[config.mk]
export PLATFORM = sky130hd
export DESIGN_NAME = pi_share_scheduler
export DESIGN_NICKNAME = d
export VERILOG_FILES = /design/src/rtl/pi_share_scheduler.sv
export SDC_FILE = /design/constraint.sdc
export NUM_CORES = 1
export LEC_CHECK = 0
export CAP_MARGIN = 25
export CORE_AREA = 2 2 309 311
export DETAILED_ROUTE_END_ITERATION = 10
export DIE_AREA = 0 0 311 313
export GPL_TIMING_DRIVEN = 0
export PLACE_DENSITY = 0.62
export SLEW_MARGIN = 0
export SYNTH_ARGS = -nofsm -noshare
export SYNTH_HDL_FRONTEND = slang
export SYNTH_SLANG_ARGS = --single-unit
export TNS_END_PERCENT = 10
[constraint.sdc]
create_clock -name clk -period 80.5 [get_ports clk]
set_input_delay 16.1 -clock clk [delete_from_list [all_inputs] [get_ports clk]]
set_output_delay 16.1 -clock clk [all_outputs]
set_load 0.02 [all_outputs]
[src/rtl/pi_share_scheduler.sv]
// Shares one fixed-latency error/PI datapath among N_REQ loops: capture, arbitrate, issue, route results back.
// Define RR_ARBITER_EN for round-robin arbitration; the default build uses fixed priority (lowest index wins).

module pi_share_slot (
  input  logic        clk,
  input  logic        rst,
  input  logic        rst_user,
  input  logic        req,
  input  logic        gnt,
  input  logic [63:0] opa,
  input  logic [63:0] opb,
  output logic        pending,
  output logic        err,
  output logic [63:0] cap_a,
  output logic [63:0] cap_b
);
  logic take;
  assign take = req && (!pending || gnt);

  always_ff @(posedge clk or posedge rst) begin
    if (rst) begin
      pending <= 1'b0;
      err     <= 1'b0;
      cap_a   <= '0;
      cap_b   <= '0;
    end else if (rst_user) begin
      pending <= 1'b0;
      err     <= 1'b0;
    end else begin
      if (take) begin
        cap_a <= opa;
        cap_b <= opb;
      end
      // the grant consumes the old pair before a same-cycle request re-arms the slot
      pending <= take || (pending && !gnt);
      if (req && pending && !gnt) err <= 1'b1;
    end
  end
endmodule

module pi_share_scheduler #(
  parameter int N_REQ = 4,
  parameter int TAG_W = 2,
  parameter int LAT   = 26
) (
  input  logic                  clk,
  input  logic                  rst,
  input  logic                  rst_user,
  input  logic [N_REQ-1:0]      req,
  input  logic [64*N_REQ-1:0]   opa_i,
  input  logic [64*N_REQ-1:0]   opb_i,
  output logic                  issue_valid,
  output logic [63:0]           issue_a,
  output logic [63:0]           issue_b,
  output logic [TAG_W-1:0]      issue_tag,
  input  logic [63:0]           res_i,
  output logic [63:0]           result_o,
  output logic [TAG_W-1:0]      result_tag,
  output logic [N_REQ-1:0]      done,
  output logic [N_REQ-1:0]      err,
  output logic                  busy
);
  logic [N_REQ-1:0]            pending, gnt;
  logic [N_REQ-1:0][63:0]      cap_a, cap_b;
  logic                        gnt_any;
  logic [TAG_W-1:0]            gnt_idx;
  logic [63:0]                 sel_a, sel_b;
  logic [LAT-1:0]              vld_pipe;
  logic [LAT-1:0][TAG_W-1:0]   tag_pipe;

  for (genvar i = 0; i < N_REQ; i++) begin : g_slot
    pi_share_slot u_slot (
      .clk      (clk),
      .rst      (rst),
      .rst_user (rst_user),
      .req      (req[i]),
      .gnt      (gnt[i]),
      .opa      (opa_i[64*i +: 64]),
      .opb      (opb_i[64*i +: 64]),
      .pending  (pending[i]),
      .err      (err[i]),
      .cap_a    (cap_a[i]),
      .cap_b    (cap_b[i])
    );
  end

`ifdef RR_ARBITER_EN
  logic [TAG_W-1:0] ptr;

  always_comb begin
    int idx;
    idx     = 0;
    gnt     = '0;
    gnt_idx = '0;
    gnt_any = 1'b0;
    for (int off = 0; off < N_REQ; off++) begin
      idx = int'(ptr) + off;
      if (idx >= N_REQ) idx = idx - N_REQ;
      if (!gnt_any && pending[idx]) begin
        gnt_any  = 1'b1;
        gnt_idx  = TAG_W'(idx);
        gnt[idx] = 1'b1;
      end
    end
  end

  always_ff @(posedge clk or posedge rst) begin
    if (rst)          ptr <= '0;
    else if (gnt_any) ptr <= (int'(gnt_idx) == N_REQ-1) ? '0 : gnt_idx + 1'b1;
  end
`else
  always_comb begin
    gnt     = '0;
    gnt_idx = '0;
    gnt_any = 1'b0;
    for (int i = 0; i < N_REQ; i++) begin
      if (!gnt_any && pending[i]) begin
        gnt_any = 1'b1;
        gnt_idx = TAG_W'(i);
        gnt[i]  = 1'b1;
      end
    end
  end
`endif

  always_comb begin
    sel_a = '0;
    sel_b = '0;
    for (int i = 0; i < N_REQ; i++) begin
      if (gnt[i]) begin
        sel_a |= cap_a[i];
        sel_b |= cap_b[i];
      end
    end
  end

  always_ff @(posedge clk or posedge rst) begin
    if (rst) begin
      issue_valid <= 1'b0;
      issue_a     <= '0;
      issue_b     <= '0;
      issue_tag   <= '0;
    end else if (rst_user) begin
      issue_valid <= 1'b0;
    end else begin
      issue_valid <= gnt_any;
      if (gnt_any) begin
        issue_a   <= sel_a;
        issue_b   <= sel_b;
        issue_tag <= gnt_idx;
      end
    end
  end

  // tag valids shadow the datapath so each result finds its owner LAT cycles later
  always_ff @(posedge clk or posedge rst) begin
    if (rst) begin
      vld_pipe <= '0;
      tag_pipe <= '0;
    end else begin
      for (int i = LAT-1; i > 0; i--) begin
        vld_pipe[i] <= vld_pipe[i-1] && !rst_user;
        tag_pipe[i] <= tag_pipe[i-1];
      end
      vld_pipe[0] <= issue_valid && !rst_user;
      tag_pipe[0] <= issue_tag;
    end
  end

  always_ff @(posedge clk or posedge rst) begin
    if (rst) begin
      result_o   <= '0;
      result_tag <= '0;
      done       <= '0;
    end else if (rst_user) begin
      done <= '0;
    end else begin
      if (vld_pipe[LAT-1]) begin
        result_o   <= res_i;
        result_tag <= tag_pipe[LAT-1];
      end
      for (int i = 0; i < N_REQ; i++)
        done[i] <= vld_pipe[LAT-1] && (tag_pipe[LAT-1] == TAG_W'(i));
    end
  end

  assign busy = (|pending) | issue_valid | (|vld_pipe) | (|done);
endmodule
# Yosys cells after proc, flatten, opt, wreduce, memory -nomap -nowiden
# Index checks and enable logic that the tools add are counted.
[word_totals] ff_bits=799 in_bits=583 wordCells=177
[op_classes] eq_ne=3 n_reduce_logical=82 bitwise=10 n_mux=32
[op_table] op="64-bit 2-to-1 mux" count=8
[op_table] op="64-bit bitwise OR" count=6
[op_table] op="1-bit logical AND" count=49
[op_table] op="26-bit OR reduction" count=1
[op_table] op="1-bit 2-to-1 mux" count=21
[op_table] op="2-bit AND reduction" count=6
[op_table] op="1-bit logical NOT" count=11
[op_table] op="1-bit logical OR" count=8
[op_table] op="2-bit nonzero test" count=4
[op_table] op="4-bit OR reduction" count=2
[op_table] op="2-bit == test (second input constant)" count=2
[op_table] op="2-bit 2-to-1 mux" count=2
[op_table] op="4-bit 2-to-1 mux" count=1
[op_table] op="1-bit bitwise OR" count=3
[op_table] op="2-bit by 1-bit == test with 1-bit output (second input constant)" count=1
[op_table] op="2-bit logical NOT" count=1
[op_table] op="1-bit inverter" count=1

# Logic depth before layout (Yosys ltp)
[depth] depth_word=14 ltp_mapped=7 mapped_depth_nobuf=3

# By module
# Synthesis repeated with hierarchy kept, for this count alone.
[hier_totals] cells_unflattened=2565 area_unflattened_um2=33673.5
[modules_own_cells] mod="pi_share_slot" cells_per_inst=279 area_each_um2=4918.5 n_inst=4
[modules_own_cells] mod="pi_share_scheduler" cells_per_inst=1449 area_each_um2=13999.7 n_inst=1

# Worst setup path after synthesis
# No wires, ideal clock.
[synth_path] path_kind="register to output" startpoint="register g_slot[2].u_slot.pending" endpoint="output busy" slack_ps=62722 stages_incl_launch_ff=6 required_time_ps=64400 arrival_time_ps=1678 cell_sequence="dfrtp_1 -> clkbuf_1 -> nor4_1 -> clkbuf_1 -> buf_2 -> nand3_1"
[synth_between] elab_chain_len=4
[synth_rtl] item="start, declared" line="12" text="output logic pending,"
[synth_rtl] item="start signal, assigned" line="35" text="pending <= take || (pending && !gnt);"
[synth_rtl] item="4-bit OR reduction" line="187" text="assign busy = (|pending) | issue_valid | (|vld_pipe) | (|done);"
[synth_rtl] item="1-bit bitwise OR (3 in series)" line="187"
[synth_rtl] item="end, declared" line="61" text="output logic busy"
# Every way passes these cells.

# Final worst setup path
# Same ends and word-level chain as after synthesis.

==> flow_metrics.py <==
metrics = {
    "clock_network": {
        "cts_buffer_depth": 3,
        "cts_root_buf": "clkbuf_16",
        "clk_pin_slew_ps": 60,
        "cts_tree": "built",
        "postCtsHoldBufs": 0,
        "post_cts_resized": 0,
        "cts-htree-levels": 3,
        "numClockSinks": 799,
        "cts_setup_buffers": 0,
        "clk-insertion-delay-late_ps": 660,
        "cts_buffers": 89,
    },
    "placed_design": {
        "hpwlAfterDp_mm": 99.2,
        "gp_congestion": 0.898,
        "port_buffers": 787,
    },
    "synth": {
        "ys_seq_area_frac": 0.599,
        "synth_xor_area_frac": 0,
        "synth-warning-count": 0,
        "ys_types": 33,
        "syn-cell-area_mm2": 0.0334,
        "yosys.area_share.simple": 0.0764,
        "synth.avg_cell_area_um2": 12.3,
        "synth_nets": 3287,
        "synth_seq_cells": 799,
        "synth_cells": 2704,
        "muxShareOfSynthArea": 0.143,
        "synth_top_family_by_area": "multiplexers",
        "synth_compound_area_frac": 0.136,
        "synthAdderAreaFrac": 0,
    },
    "critical_path": {
        "crit_fanout": 10,
        "r2r_start": "g_slot[1].u_slot.pending$_DFF_PP0_",
        "r2r_cells": 7,
        "critPathArrivalTime_ps": 3840,
        "cp_data_required_time_ps": 64400,
        "reg2reg_to": "issue_b[63]$_DFFE_PP0P_",
        "worst-setup-path-type": "register to primary output",
        "crit_path_end_kind": "primary output",
        "cp-start-kind": "register",
        "reg2reg_slack_ps": 77490,
    },
    "power": {
        "power.switching_fraction": 0.272,
        "power_per_cell_area_mw_per_mm2": 24.3,
        "power_frac_comb": 0.191,
        "power.leakage_nw": 20.1,
        "irDropWorstVdd_v": 0.0000159,
        "seqPwrFrac": 0.439,
        "intPower_w": 0.000818,
        "pwr-share-clk": 0.370,
        "switchingPower_w": 0.000306,
    },
    "flow_run": {
        "cap_viol_max_count": 0,
    },
    "grt": {
        "antenna_found_initial": 56,
        "grt_pass1_vias": 26500,
        "grt.overflow.total": 0,
        "grt_pass1_wl_mm": 187,
        "grt_max_degree": 120,
        "track_usage": 0.265,
    },
    "timing": {
        "grt_setup_unrepaired": "no",
        "period_share": 0.248,
        "setup_tns_ps": 0,
        "hold_slack_ps": 343,
        "max_slew_margin": 0.324,
        "slew_violations": 0,
        "setup_viol": 0,
        "skew_ps": 19.4,
        "tightest_slew_ps": 1010,
        "min_period_ps": 19940,
        "hold_viol": 0,
        "fmax_mhz": 50.1,
    },
    "min_path": {
        "worstHoldStart": "tag_pipe[35]$_DFF_PP0_",
        "hold_class": "register to register",
        "hold_depth": 0,
        "holdPathEnd": "tag_pipe[37]$_DFF_PP0_",
    },
    "die": {
        "die_h_um": 313,
        "io_pins": 789,
        "die_w_um": 311,
        "die_area_mm2": 0.0973,
        "coreArea_mm2": 0.0942,
        "num_rows": 113,
        "start_util": 0.354,
    },
    "routing": {
        "drtPass1Iterations": 5,
        "remaining_drc_errors": 0,
        "num_vias": 25500,
        "drt_first_iter_violations": 1867,
        "detail-route-antenna-nets": 0,
        "wl_per_cell_um": 26.5,
        "wirelength_mm": 131,
        "vias_per_cell": 5.16,
    },
    "layout": {
        "final_layout_size_suffix_gt1_frac": 0.163,
        "synthToLayoutAreaGrowth_pct": 38.3,
        "layout_common_cells": "dfrtp_1, clkdlybuf4s50_1, nand2_1, mux2_2, clkbuf_1",
        "nets": 4180,
        "final_common_cell": "dfrtp_1",
    },
    "run_status": {
        "run_status": "complete, no violations",
    },
}
-- cells by family (layout without fill, tap and decap cells) --
| family | Yosys count | after routing |
|---|---|---|
| compound gates | 650 | 650 |
| mux | 384 | 384 |
| buf+inv | 356 | 1318 |
| flops | 799 | 799 |
| other cells | 0 | 21 |
| simple gates | 515 | 515 |
-- power by group through the flow --
stage	clock (W)	sequential, W	combinational, W
2_1_floorplan	0	0.000508	0.000101
3_3_place_gp	0	0.000501	0.000211
3_5_place_dp	0	0.000499	0.000215
4_1_cts	0.000424	0.000493	0.000216
5_1_grt	0.000441	0.000500	0.000228
6_report	0.000416	0.000494	0.000214
-- per-stage QoR --
step	power (W)	util	instances	setup WS (ps)	instance area [um^2]
after CTS	0.00113	0.490	4931	60490	46100
after global routing	0.00117	0.490	4950	60350	46200
after detailed placement	0.000715	0.458	4771	61220	43200
after floorplan	0.000609	-	2704	41960	33400
after global placement	0.000712	0.455	4756	31620	42800
final	0.00112	0.490	4952	60560	46200
-- cell usage after synthesis (all sizes together) --
cell type  number  area share
nand3           1     0.00015
nor3            2     0.00030
o21ai         129       0.019
nor2b          29      0.0054
or2             1     0.00019
nor4b           1     0.00026
nor4            8      0.0015
inv           132       0.015
nand2         327       0.037
nand3b        130       0.029
a211oi        128       0.029
dfrtp         799        0.60
clkbuf        147       0.017
a2bb2oi       128       0.034
a21oi         133       0.020
nor3b           1     0.00023
a31oi           1     0.00019
nand2b          1     0.00019
o31a            1     0.00026
o22a            2     0.00052
mux2          384        0.14
buf            77       0.014
nor2           10      0.0011
or3b            1     0.00034
and3            1     0.00019
and4            2     0.00052
a22o          128       0.034
-- layer usage --
layer / up-vias / routed length, um / GRT usage
met5: - / 316 / 0
met1: 13000 / 53800 / 0.330
met4: 54 / 4820 / 0.102
li1: 11300 / - / -
met3: 275 / 8650 / 0.0709
met2: 873 / 63500 / 0.439
-- critical path, cell delays in order (launching register included) --
cell and delay, ps:
dfrtp_1 360, clkbuf_1 180, nor4_1 870, clkbuf_1 480, buf_2 480, nand3_1 140
clkdlybuf4s50_1 650
-- registers in the layout, summed over array words and instances (netlist names) --
signal                 cells
result_tag                 2
done                       4
g_slot.u_slot.err          4
g_slot.u_slot.pending      4
g_slot.u_slot.cap_b      256
issue_a                   64
issue_tag                  2
issue_b                   64
g_slot.u_slot.cap_a      256
issue_valid                1
tag_pipe                  52
result_o                  64
vld_pipe                  26
-- how the worst max path moves through the flow --
stage / start / end / slack (ps) / depth (start not counted)
2_1_floorplan: rst / done[0]$_DFF_PP0_ / 41960 / 1
3_3_place_gp: rst / g_slot[2].u_slot.cap_b[29]$_DFFE_PP0P_ / 31620 / 2
3_5_place_dp: g_slot[2].u_slot.pending$_DFF_PP0_ / busy / 61220 / 6
4_1_cts: g_slot[2].u_slot.pending$_DFF_PP0_ / busy / 60490 / 6
5_1_grt: g_slot[2].u_slot.pending$_DFF_PP0_ / busy / 60350 / 6
6_report: g_slot[2].u_slot.pending$_DFF_PP0_ / busy / 60560 / 6
-- layout make-up --
cell class / count / area, um^2
multi-input cells: 1549 / 11900
well taps: 1265 / 1580
inverters: 132 / 503
repair buffers: 802 / 8200
fillers: 8638 / 48000
clock inverters: 35 / 420
plain buffers: 224 / 1020
diodes: 21 / 52.6
flip-flops and latches: 799 / 20000
clock buffers: 125 / 2530
Power figures use the tool's default switching activity.
